## src/rtl/fir_interp2x_mac_if.sv

```systemverilog
// rtl/fir_interp2x_mac_if.sv - sample stream, output stream and coefficient ROM signals of the 2x interpolator
interface fir_interp2x_mac_if #(
  parameter int DATA_W = 24,
  parameter int COEF_W = 16,
  parameter int TAPS   = 32
);
  localparam int ROM_AW = $clog2(2 * TAPS);

  logic                     in_valid;
  logic                     in_ready;
  logic signed [DATA_W-1:0] in_data;
  logic                     out_valid;
  logic                     out_ready;
  logic signed [DATA_W-1:0] out_data;
  logic [ROM_AW-1:0]        rom_addr;
  logic signed [COEF_W-1:0] rom_data;

  // master is the engine: it drives the output stream and the ROM address
  modport master (
    input  in_valid, in_data, out_ready, rom_data,
    output in_ready, out_valid, out_data, rom_addr
  );

  modport slave (
    output in_valid, in_data, out_ready, rom_data,
    input  in_ready, out_valid, out_data, rom_addr
  );
endinterface

```

## src/rtl/fir_interp2x_mac.sv

```systemverilog
// rtl/fir_interp2x_mac.sv - two-phase polyphase FIR interpolator with a one-tap-per-clock MAC
module fir_interp2x_mac #(
  parameter int DATA_W    = 24,
  parameter int COEF_W    = 16,
  parameter int TAPS      = 32,
  parameter int COEF_FRAC = 15,
  parameter int ACC_W     = 45
) (
  input logic                clk,
  input logic                rst,
  fir_interp2x_mac_if.master io
);
  localparam int AW     = $clog2(TAPS);
  localparam int PROD_W = DATA_W + COEF_W;

  localparam logic signed [ACC_W-1:0] HALF    = ACC_W'(1) << (COEF_FRAC - 1);
  localparam logic signed [ACC_W-1:0] OUT_MAX = (ACC_W'(1) << (DATA_W - 1)) - ACC_W'(1);
  localparam logic signed [ACC_W-1:0] OUT_MIN = ~OUT_MAX;

  typedef enum logic [1:0] {INIT, IDLE, MAC, OUT} state_t;

  state_t                   state;
  logic [AW-1:0]            wp;
  logic [AW-1:0]            init_cnt;
  logic [AW-1:0]            k;
  logic                     phase;
  logic signed [ACC_W-1:0]  acc;

  logic signed [DATA_W-1:0] hist [TAPS];

  logic                     mem_we;
  logic [AW-1:0]            mem_waddr;
  logic signed [DATA_W-1:0] mem_wdata;
  logic [AW-1:0]            rd_idx;
  logic signed [DATA_W-1:0] x_k;
  logic signed [PROD_W-1:0] prod;
  logic signed [ACC_W-1:0]  acc_next;
  logic signed [ACC_W-1:0]  rounded;
  logic signed [DATA_W-1:0] sat_data;

  // single write port: zero fill during INIT, new sample on acceptance
  always_comb begin
    mem_we    = 1'b0;
    mem_waddr = wp;
    mem_wdata = io.in_data;
    if (state == INIT) begin
      mem_we    = 1'b1;
      mem_waddr = init_cnt;
      mem_wdata = '0;
    end else if (state == IDLE && io.in_valid) begin
      mem_we = 1'b1;
    end
  end

  always_ff @(posedge clk) begin
    if (mem_we) hist[mem_waddr] <= mem_wdata;
  end

  assign rd_idx   = wp - AW'(1) - k;
  assign x_k      = hist[rd_idx];
  assign prod     = x_k * io.rom_data;
  assign acc_next = acc + {{(ACC_W - PROD_W){prod[PROD_W-1]}}, prod};
  assign rounded  = (acc_next + HALF) >>> COEF_FRAC;

  always_comb begin
    sat_data = rounded[DATA_W-1:0];
    if (rounded > OUT_MAX)      sat_data = OUT_MAX[DATA_W-1:0];
    else if (rounded < OUT_MIN) sat_data = OUT_MIN[DATA_W-1:0];
  end

  always_ff @(posedge clk or posedge rst) begin
    if (rst) begin
      state        <= INIT;
      io.in_ready  <= 1'b0;
      io.out_valid <= 1'b0;
      io.out_data  <= '0;
      io.rom_addr  <= '0;
      acc          <= '0;
      wp           <= '0;
      init_cnt     <= '0;
      k            <= '0;
      phase        <= 1'b0;
    end else begin
      case (state)
        INIT: begin
          init_cnt <= init_cnt + AW'(1);
          if (init_cnt == AW'(TAPS - 1)) begin
            state       <= IDLE;
            io.in_ready <= 1'b1;
          end
        end
        IDLE: begin
          if (io.in_valid) begin
            wp          <= wp + AW'(1);
            acc         <= '0;
            phase       <= 1'b0;
            k           <= '0;
            io.rom_addr <= '0;
            io.in_ready <= 1'b0;
            state       <= MAC;
          end
        end
        MAC: begin
          acc <= acc_next;
          if (k == AW'(TAPS - 1)) begin
            io.out_data  <= sat_data;
            io.out_valid <= 1'b1;
            state        <= OUT;
          end else begin
            k           <= k + AW'(1);
            io.rom_addr <= {phase, k + AW'(1)};
          end
        end
        OUT: begin
          if (io.out_ready) begin
            io.out_valid <= 1'b0;
            if (!phase) begin
              acc         <= '0;
              phase       <= 1'b1;
              k           <= '0;
              io.rom_addr <= {1'b1, AW'(0)};
              state       <= MAC;
            end else begin
              io.in_ready <= 1'b1;
              state       <= IDLE;
            end
          end
        end
        default: state <= INIT;
      endcase
    end
  end
endmodule

```

## src/flat_wrapper.sv

```systemverilog
// flat-port wrapper written by rule: the top's interface ports become plain ports
module fir_interp2x_mac_flat 
#(
  parameter int DATA_W    = 24,
  parameter int COEF_W    = 16,
  parameter int TAPS      = 32,
  parameter int COEF_FRAC = 15,
  parameter int ACC_W     = 45
)
  (clk, rst, io_in_valid, io_in_data, io_out_ready, io_rom_data, io_in_ready, io_out_valid, io_out_data, io_rom_addr);
  fir_interp2x_mac_if #(.DATA_W(DATA_W), .COEF_W(COEF_W), .TAPS(TAPS)) io_i ();
  input logic clk;
  input logic rst;
  input wire logic [$bits(io_i.in_valid)-1:0] io_in_valid;
  input wire logic [$bits(io_i.in_data)-1:0] io_in_data;
  input wire logic [$bits(io_i.out_ready)-1:0] io_out_ready;
  input wire logic [$bits(io_i.rom_data)-1:0] io_rom_data;
  output wire logic [$bits(io_i.in_ready)-1:0] io_in_ready;
  output wire logic [$bits(io_i.out_valid)-1:0] io_out_valid;
  output wire logic [$bits(io_i.out_data)-1:0] io_out_data;
  output wire logic [$bits(io_i.rom_addr)-1:0] io_rom_addr;
  assign io_i.in_valid = io_in_valid;
  assign io_i.in_data = io_in_data;
  assign io_i.out_ready = io_out_ready;
  assign io_i.rom_data = io_rom_data;
  assign io_in_ready = io_i.in_ready;
  assign io_out_valid = io_i.out_valid;
  assign io_out_data = io_i.out_data;
  assign io_rom_addr = io_i.rom_addr;
  fir_interp2x_mac #(.DATA_W(DATA_W), .COEF_W(COEF_W), .TAPS(TAPS), .COEF_FRAC(COEF_FRAC), .ACC_W(ACC_W)) u_core (.clk(clk), .rst(rst), .io(io_i));
endmodule
```

## config.mk

```make
export PLATFORM = sky130hd
export DESIGN_NAME = fir_interp2x_mac_flat
export DESIGN_NICKNAME = d
export VERILOG_FILES = /design/src/rtl/fir_interp2x_mac_if.sv /design/src/rtl/fir_interp2x_mac.sv /design/src/flat_wrapper.sv
export SDC_FILE = /design/constraint.sdc
export NUM_CORES = 2
export LEC_CHECK = 0
export BUFFER_PORTS_ARGS = -buffer_cell sky130_fd_sc_hd__buf_2
export CORE_UTILIZATION = 38
export CTS_CLUSTER_DIAMETER = 40
export CTS_CLUSTER_SIZE = 28
export DETAILED_ROUTE_END_ITERATION = 10
export SYNTH_ARGS = -nofsm -noshare
export SYNTH_HDL_FRONTEND = slang
export SYNTH_SLANG_ARGS = --single-unit
```

## constraint.sdc

```tcl
create_clock -name clk -period 35.4 [get_ports clk]
set_input_delay 5.31 -clock clk [delete_from_list [all_inputs] [get_ports clk]]
set_output_delay 5.31 -clock clk [all_outputs]
set_load 0.03 [all_outputs]
```

==> impl_metrics.csv <==
group,metric,value,unit
critical_path,worst_path_most_repeated_cell,"fa_1",
drt,antenna_left,0,
synth,ys_seq_area_share,50.1,%
synth,async_flop_share,11.0,%
floorplan,die_w,368,microns
place,place_congestion,0.863,
clock_network,h-tree-depth,3,
synth,synth-edff-count,768,
timing,slew_viol_final,0,
timing,min_period,15.68,ns
clock_network,cts_root_buf,"clkbuf_16",
clock_network,clk_latency,0.73,ns
critical_path,cp_max_fo,24,
clock_network,tritoncts.num_buffers,108,
floorplan,pin_count,76,
grt,track_usage,18.8,%
synth,ys_warn_count,0,
clock_network,cts_buffer_depth,3,
critical_path,worstSetupEndpointType,"register",
critical_path,worst_r2r_endpoint,"u_core.io.out_data[22]$_DFFE_PP0P_",
synth,syn_avg_cell_area,14.1,sq um
timing,clock_skew,0.0469,ns
finish,synthToLayoutAreaGrowth,13.3,%
timing,rsz0062_at_grt,"no",
critical_path,critPathLaunch,"io_rom_data[7]",
grt,grt_pass1_vias,30900,
timing,worst_pin_slew,1.26,ns
finish,n_fill_cell,11800,
flow_run,cap_violations,0,
synth,synth_mux_area_share,11.3,%
finish,diodes,0,
floorplan,start_util,38.5,%
synth,synth_top_family_by_area,"adder cells",
critical_path,slowest_delay,0.63,ns
finish,final_nets,4257,
synth,synth_compound_area_share,5.43,%
critical_path,regToRegStartpoint,"u_core.k[0]$_DFFE_PP0P_",
critical_path,critPathKind,"in2reg",
hold_path,min_path_type,"reg2reg",
run_status,status,"finished clean",
finish,utilization,43.6,%
drt,vias,29200,
synth,ys_ff_latch,863,
timing,hold_viol,0,
timing,setup_viol,0,
floorplan,placementRows,133,
drt,via_per_inst,5.28,
synth,syn-cell-area,50800,sq um
synth,synth-xor-area-share,1.95,%
finish,layout.area.seq,25400,sq um
timing,fin_crit_sh,44.3,%
synth,netlist_instances,3589,
floorplan,dieArea,135000,sq um
timing,fin_setup_tns,0,ns
finish,stdcell_area,57500,sq um
clock_network,cts_hold_buf,0,
drt,wl_per_cell,22.3,microns
grt,grt_pass1_wl,191000,microns
grt,antenna_found_initial,6,
critical_path,crit_required,36.01,ns
critical_path,arrival,16.28,ns
critical_path,r2r_cells,43,
critical_path,worstSetupStartpointType,"primary input",
drt,drc,0,
synth,synth-simple-area-share,8.06,%
drt,drt_iter0_drc,2305,
clock_network,cts_tree,"built",
grt,grt_max_degree,93,
critical_path,cp-endpoint,"u_core.io.out_data[22]$_DFFE_PP0P_",
finish,multi_input_area,23300,sq um
drt,drt_wl_total,124000,microns
synth,syn_nets,4161,
synth,yosys.area_share.adder,18.6,%
drt,drt_pre_antenna_iters,5,
timing,max_clock_freq,0.0638,GHz
place,placed_area,53600,sq um
clock_network,post_cts_buffers,0,
clock_network,clkTransAtPathRegs,0.05,ns
timing,slew-limit-headroom,15.7,%
clock_network,cts_resized,0,
critical_path,slowest_stage,"a211oi_1",
finish,drive_above_1_share,18.7,%
hold_path,min_from,"u_core.io.out_data[18]$_DFFE_PP0P_",
place,place_hpwl,77700,microns
critical_path,r2r_setup_slack,19.76,ns
clock_network,cts.sinks,863,
synth,synth_cell_types,102,
place,numPortBuffers,75,
grt,overflow,0,
synth,synth_ff_type,"edfxtp_1",
floorplan,die_h,368,microns
floorplan,core-area,132000,sq um
-- critical path, delay by kind of cell --
kind            cells  cell delay, ns
simple gates        9            2.76
xor+xnor            1            0.16
compound gates     13            3.49
fa+ha+maj           8            3.74
buf+inv             7            0.78
-- area by class of cell --
class	instances	share of cell area, %
clock buffers	112	4.73
repair buffers	141	1.54
inverters	452	2.95
multi-input cells	2119	40.6
flip-flops and latches	863	44.2
clock inverters	92	2.12
well taps	1755	3.82
-- layout by cell type, fill, tap and decap left out, types with 11 or more instances in the layout --
master	netlist	routed
ha_1	152	151
nand3_1	21	21
nor2b_2	0	17
a21oi_1	84	83
nand2b_1	55	55
mux2_2	20	20
xor2_1	31	31
a22o_1	20	20
nor3_1	35	35
clkbuf_16	0	108
o21ai_0	88	88
dfrtp_1	95	95
inv_6	0	19
and3_1	14	14
buf_2	14	75
mux4_2	240	240
o22a_1	14	14
bufinv_16	0	14
and2_1	109	109
inv_8	0	14
o21bai_1	12	12
nand2_1	295	295
edfxtp_1	768	768
buf_4	1	65
o31ai_1	13	13
nor2_4	0	33
xnor2_1	82	79
clkinv_4	0	11
a21o_1	47	47
a31oi_1	14	14
fa_1	376	375
nor2b_1	101	84
nand4_1	12	12
nor2_1	114	81
inv_1	451	450
-- cells by family after synthesis --
group / Yosys count
AO/OA/AOI/OAI: 397
XOR/XNOR: 113
adder cells (fa/ha/maj): 528
buffers and inverters: 607
flip-flops: 863
multiplexers: 270
AND/OR/NAND/NOR: 811
-- metrics by stage --
| step | cells | hold WS (ns) | worst slack [ns] |
|---|---|---|---|
| 6_report | 5534 | 0.480 | 19.72 |
| 5_1_grt | 5534 | 0.508 | 18.80 |
| 4_1_cts | 5534 | 0.483 | 19.74 |
| 3_5_place_dp | 5330 | 0.467 | 19.05 |
| 3_3_place_gp | 5330 | 0.466 | 19.22 |
| 2_1_floorplan | 3589 | 0.447 | 20.50 |
-- routing by layer --
| metal | GRT usage [%] | wire [microns] |
|---|---|---|
| met3 | 3.20 | 6690 |
| met2 | 32.5 | 63000 |
| met5 | 0 | 13 |
| met4 | 5.36 | 3210 |
| met1 | 24.3 | 50800 |
-- Yosys cell counts, drive strengths merged, types with 5 or more instances --
master	instances	share of area, %
o21a	10	0.15
inv	452	3.3
fa	376	15
nor3	37	0.40
nor2b	101	1.2
nand3	21	0.21
o22a	19	0.34
a21oi	88	0.91
o211ai	12	0.20
nor4	10	0.17
clkbuf	107	0.79
nor2	115	0.86
and2	110	1.4
xor2	31	0.53
a31oi	16	0.24
or2	11	0.14
buf	48	0.46
nand2b	56	0.69
mux2	20	0.44
ha	152	3.7
and4	6	0.11
nand4	13	0.19
o21ai	95	0.97
o21bai	13	0.20
a21o	47	0.69
a22o	20	0.35
a311o	5	0.099
dfrtp	95	4.7
o31ai	14	0.22
a211oi	14	0.28
and3	14	0.17
mux2i	10	0.20
edfxtp	768	45
xnor2	82	1.4
mux4	240	11
nand2	295	2.2
-- worst min path at each step --
stage,slack [ns],endpoint,cells past startpoint
6_report,0.48,u_core.io.out_data[18]$_DFFE_PP0P_,2
5_1_grt,0.51,u_core.acc[26]$_DFFE_PP0P_,2
4_1_cts,0.48,u_core.io.out_data[23]$_DFFE_PP0P_,2
2_1_floorplan,0.45,u_core.acc[9]$_DFFE_PP0P_,2
3_3_place_gp,0.47,u_core.acc[12]$_DFFE_PP0P_,2
3_5_place_dp,0.47,u_core.io.out_data[0]$_DFFE_PP0P_,2
-- flip-flops by register name, indices dropped and copies added (netlist names) --
signal,count
u_core.io.out_valid,1
u_core.phase,1
u_core.hist,768
u_core.init_cnt,5
u_core.io.rom_addr,6
u_core.state,2
u_core.k,5
u_core.io.in_ready,1
u_core.wp,5
u_core.acc,45
u_core.io.out_data,24
Power is left out: the tool's default activity adds up to more than one toggle a clock period on the data nets, which glitch-free logic cannot reach.
